`config.mk`:
```
export PLATFORM = sky130hd
export DESIGN_NAME = boss_fire_control
export DESIGN_NICKNAME = d
export VERILOG_FILES = /design/src/rtl/boss_fire_control.sv
export SDC_FILE = /design/constraint.sdc
export NUM_CORES = 1
export LEC_CHECK = 0
export ABC_CLOCK_PERIOD_IN_PS = 2600
export CAP_MARGIN = 10
export CORE_ASPECT_RATIO = 1.1
export CORE_MARGIN = 4
export CORE_UTILIZATION = 53
export DETAILED_ROUTE_END_ITERATION = 10
export PLACE_DENSITY = 0.78
export SYNTH_ARGS = -nofsm -noshare
export SYNTH_HDL_FRONTEND = slang
export SYNTH_SLANG_ARGS = --single-unit
```
`constraint.sdc`:
```
create_clock -name Clk -period 2.6 [get_ports Clk]
set_input_delay 0.65 -clock Clk [delete_from_list [all_inputs] [get_ports Clk]]
set_output_delay 0.65 -clock Clk [all_outputs]
set_load 0.1 [all_outputs]
```
`src/rtl/boss_fire_control.sv`:
```
// Boss volley sequencer: three staggered shots per volley on frame ticks, then a cooldown.
// Also tracks player lives, post-hit invulnerability and the terminal lost/boss-dead halt.
module boss_fire_control #(
  parameter int unsigned COOLDOWN_FRAMES = 60,
  parameter int unsigned STAGGER_FRAMES  = 4,
  parameter int unsigned START_LIVES     = 3,
  parameter int unsigned INVULN_FRAMES   = 90
) (
  input  logic       Clk,
  input  logic       Reset,
  input  logic       frame_clk,
  input  logic       trigger,
  input  logic [2:0] missile_active,
  input  logic [2:0] player_hit,
  input  logic       boss_dead,
  output logic [2:0] fire,
  output logic       volley_busy,
  output logic [1:0] lives,
  output logic       invuln,
  output logic       is_lost
);

  localparam int unsigned MAX_SG     = (COOLDOWN_FRAMES > STAGGER_FRAMES) ? COOLDOWN_FRAMES : STAGGER_FRAMES;
  localparam int unsigned MAX_FRAMES = (MAX_SG > INVULN_FRAMES) ? MAX_SG : INVULN_FRAMES;
  localparam int unsigned CNT_W      = (MAX_FRAMES < 2) ? 1 : $clog2(MAX_FRAMES + 1);

  typedef enum logic [2:0] {
    S_IDLE, S_FIRE0, S_GAP0, S_FIRE1, S_GAP1, S_FIRE2, S_COOLDOWN, S_HALT
  } state_t;

  state_t           r_state;
  logic [CNT_W-1:0] r_cnt;
  logic [CNT_W-1:0] r_inv_cnt;
  logic [1:0]       r_lives;
  logic             r_is_lost;
  logic             r_sync1;
  logic             r_sync2;
  logic             r_hist;

  logic             w_tick;
  logic             w_hit;
  logic             w_halt;
  logic [2:0]       w_fire;

  // Frame clock crosses into Clk; tick is the synchronized rising edge.
  always_ff @(posedge Clk or posedge Reset) begin
    if (Reset) begin
      r_sync1 <= 1'b0;
      r_sync2 <= 1'b0;
      r_hist  <= 1'b0;
    end else begin
      r_sync1 <= frame_clk;
      r_sync2 <= r_sync1;
      r_hist  <= r_sync2;
    end
  end

  assign w_tick = r_sync2 & ~r_hist;
  assign w_halt = r_is_lost | boss_dead;
  assign w_hit  = (|player_hit) && (r_inv_cnt == '0) && (r_lives != 2'd0);

  // Launch pulse is tied to the tick cycle so it lines up with the state advance.
  always_comb begin
    w_fire = 3'b000;
    if (w_tick) begin
      case (r_state)
        S_FIRE0: w_fire[0] = ~missile_active[0];
        S_FIRE1: w_fire[1] = ~missile_active[1];
        S_FIRE2: w_fire[2] = ~missile_active[2];
        default: w_fire    = 3'b000;
      endcase
    end
  end

  // Volley sequencer; halt overrides everything and needs no tick.
  always_ff @(posedge Clk or posedge Reset) begin
    if (Reset) begin
      r_state <= S_IDLE;
      r_cnt   <= '0;
    end else if (w_halt) begin
      r_state <= S_HALT;
    end else if (w_tick) begin
      case (r_state)
        S_IDLE: begin
          if (trigger) r_state <= S_FIRE0;
        end
        S_FIRE0: begin
          r_state <= S_GAP0;
          r_cnt   <= CNT_W'(STAGGER_FRAMES);
        end
        S_GAP0: begin
          if (r_cnt <= CNT_W'(1)) r_state <= S_FIRE1;
          else                    r_cnt   <= r_cnt - CNT_W'(1);
        end
        S_FIRE1: begin
          r_state <= S_GAP1;
          r_cnt   <= CNT_W'(STAGGER_FRAMES);
        end
        S_GAP1: begin
          if (r_cnt <= CNT_W'(1)) r_state <= S_FIRE2;
          else                    r_cnt   <= r_cnt - CNT_W'(1);
        end
        S_FIRE2: begin
          r_state <= S_COOLDOWN;
          r_cnt   <= CNT_W'(COOLDOWN_FRAMES);
        end
        S_COOLDOWN: begin
          if (r_cnt <= CNT_W'(1)) r_state <= S_IDLE;
          else                    r_cnt   <= r_cnt - CNT_W'(1);
        end
        default: ;
      endcase
    end
  end

  // Lives and invulnerability; one hit per invulnerability window.
  always_ff @(posedge Clk or posedge Reset) begin
    if (Reset) begin
      r_lives   <= 2'(START_LIVES);
      r_inv_cnt <= '0;
      r_is_lost <= 1'b0;
    end else if (w_hit) begin
      r_lives   <= r_lives - 2'd1;
      r_inv_cnt <= CNT_W'(INVULN_FRAMES);
      if (r_lives == 2'd1) r_is_lost <= 1'b1;
    end else if (w_tick && (r_inv_cnt != '0)) begin
      r_inv_cnt <= r_inv_cnt - CNT_W'(1);
    end
  end

  assign fire        = w_fire;
  assign volley_busy = (r_state != S_IDLE) && (r_state != S_HALT);
  assign lives       = r_lives;
  assign invuln      = (r_inv_cnt != '0);
  assign is_lost     = r_is_lost;

endmodule

```
==> results.yml <==
timing:
  fin_crit_sh_pct: 93.9
  timing.slew.headroom_pct: 61.2
  setup_viol: 0
  grt_setup_unrepaired: "no"
  worst_pin_slew_ns: 0.576
  slew_viol_final: 0
  skew_ns: 0.00635
  layout_min_cycle_time_ns: 2.44
  max_freq_ghz: 0.410
  hold_violations: 0
  finalSetupTns_ns: 0
clocking:
  post_cts_buffers: 0
  cts.clk_slew.worst_paths_ns: 0.13
  cts_hold_buffers: 0
  cts-root-buf: "clkbuf_4"
  cts_inserted_buffers: 3
  insertion_delay_ns: 0.30
  cts_resized: 0
  cts.sinks: 23
  htree_levels: 1
  cts_tree: "built"
  cts.path.max_buffers: 2
detailed_routing:
  drtAntennaViolNets: 0
  vias: 1160
  vias_per_cell: 6.07
  drtIter0Drc: 34
  dr.pass1.iters: 4
  wire_per_inst_microns: 15.1
  wirelength_microns: 2880
  drc: 0
floorplan:
  start_util_pct: 55.2
  io_pins: 19
  die-area_sq_um: 3450
  placementRows: 19
  die_y_microns: 61.2
  core_area_sq_um: 2470
  die_w_microns: 56.4
global_route:
  grt_pass1_wl_microns: 4730
  antenna_found_initial: 0
  overflow: 0
  grt_max_degree: 24
  gr-usage-all-layers_pct: 17.4
  grt_pass1_vias: 1139
critical_path:
  required_ns: 1.95
  start_kind: "register"
  cp.arrival_ns: 1.79
  crit_path_max_fanout: 18
  critPathKind: "reg -> out"
  crit_path_end_kind: "output pin"
job:
  cap_violations: 0
status:
  status: "completed"
place:
  dp_hpwl_microns: 2170
  io_buffers: 18
  gp_congestion: 0.852
synth:
  synth_top_area_share_pct: 38.5
  synthTopCellsByArea: "dfrtp_1, ha_1, dfstp_2"
  synth_area_sq_um: 1370
  synthDistinctLibCells: 48
  synth_warnings: 0
  yosysMostFrequentCell: "dfrtp_1"
  yosysTopAreaCell: "dfrtp_1"
  yosys_register_bits: 23
  syn_inst: 141
  async_flop_share_pct: 100
  synth_area_per_cell_sq_um: 9.68
  synth_fp_nets: 157
  yosys_most_used_dff: "dfrtp_1"
  synth-edff-count: 0
  yosysSeqAreaShare_pct: 42.3
  synthTopCellsByCount: "dfrtp_1, inv_1, nand2_1, nor2_1, nor3_1"
cells_and_area:
  seq_area_sq_um: 578
  layout-drive-gt1-share_pct: 19.4
  area_delta_synth_final_pct: 23.3
  fillers: 207
  diodes: 0
  multiInputGateArea_sq_um: 753
  fin_nets: 177
  postLayoutCoreUtil_pct: 68.1
pwr:
  design_power_total_uw: 929
  powerDensity_nw_per_um2: 552
  ir_drop_mv: 0.520
  p_leak_nw: 0.746
worst_hold_path:
  worstHoldPathType: "reg -> reg"
[worst paths after layout]
path	startpoint	end	slack [ns]	cells after the start
setup / recovery	r_state[0]$_DFFE_PP0P_	fire[1]	0.16	3
hold / removal	r_sync1$_DFF_PP0_	r_sync2$_DFF_PP0_	0.37	0
setup reg to reg	r_inv_cnt[0]$_DFFE_PP0P_	r_inv_cnt[4]$_DFFE_PP0P_	0.54	6
hold reg to reg	r_sync1$_DFF_PP0_	r_sync2$_DFF_PP0_	0.37	0
max in group asynchronous	Reset	lives[1]$_DFFE_PP1P_	1.66	3
min in group asynchronous	Reset	r_inv_cnt[0]$_DFFE_PP0P_	0.66	3
[report_power, final]
part / switching, mW / internal, mW
logic: 0.176 / 0.101
clock network: 0.104 / 0.0597
registers: 0.0642 / 0.423
[routing by layer]
layer	share of wire [%]	global-route usage (%)	wire (microns)
met3	3.5	2.31	100
met2	49	30.7	1420
met1	45	20.6	1300
met4	1.8	10.5	53
met5	0	0	0
[stage by stage]
step / cells / setup slack, ns / hold WS, ns / area (sq um)
floorplan: 141 / 0.0580 / 0.331 / 1410
global placement: 187 / 0.230 / 0.334 / 1660
detailed placement: 187 / 0.190 / 0.354 / 1660
CTS: 191 / 0.212 / 0.382 / 1680
global route: 191 / 0.108 / 0.387 / 1680
finish: 191 / 0.160 / 0.373 / 1680
[cell families after synthesis]
| kind of cell | Yosys count | share of synthesized area [%] |
|---|---|---|
| buffers and inverters | 18 | 5.50 |
| adder cells (fa/ha/maj) | 6 | 5.41 |
| AO/OA/AOI/OAI | 32 | 17.1 |
| multiplexers | 6 | 4.77 |
| XOR/XNOR | 3 | 1.93 |
| flip-flops | 23 | 42.3 |
| AND/OR/NAND/NOR | 53 | 22.9 |
[layout make-up]
| type | instances | share of cell area, % |
|---|---|---|
| multi-input cells | 100 | 44.8 |
| inverters | 13 | 2.90 |
| well taps | 31 | 2.30 |
| clock buffers | 4 | 1.56 |
| flip-flops and latches | 23 | 34.3 |
| repair buffers | 20 | 14.1 |
[state kept, by name (all words and copies together) (netlist names)]
name / count
is_lost: 1
lives: 2
r_cnt: 7
r_hist: 1
r_inv_cnt: 7
r_state: 3
r_sync1: 1
r_sync2: 1
[critical path: stages, from the launching register on]
cell and delay, ns:
dfrtp_1 0.71, nand2b_1 0.27, nor4_4 0.28, buf_12 0.22
[placed cells by master, fill, tap and decap left out, types with 2 or more instances in the layout]
| master | n |
|---|---|
| a311oi_1 | 2 |
| nor3b_1 | 2 |
| nand2_1 | 12 |
| dfrtp_1 | 21 |
| mux2_2 | 4 |
| ha_1 | 5 |
| o21bai_1 | 2 |
| clkbuf_4 | 3 |
| dfstp_2 | 2 |
| nor4_4 | 2 |
| inv_1 | 13 |
| nand2b_1 | 4 |
| a21boi_0 | 2 |
| nor3_1 | 7 |
| a21oi_1 | 3 |
| buf_12 | 5 |
| mux2i_1 | 2 |
| o2111ai_1 | 3 |
| nor2_1 | 9 |
| o21ai_0 | 6 |
| nand3_1 | 2 |
| buf_4 | 5 |
| clkdlybuf4s50_1 | 10 |
| o211ai_1 | 4 |
| xor2_1 | 2 |
No activity file was read; power rests on OpenSTA's default activity.
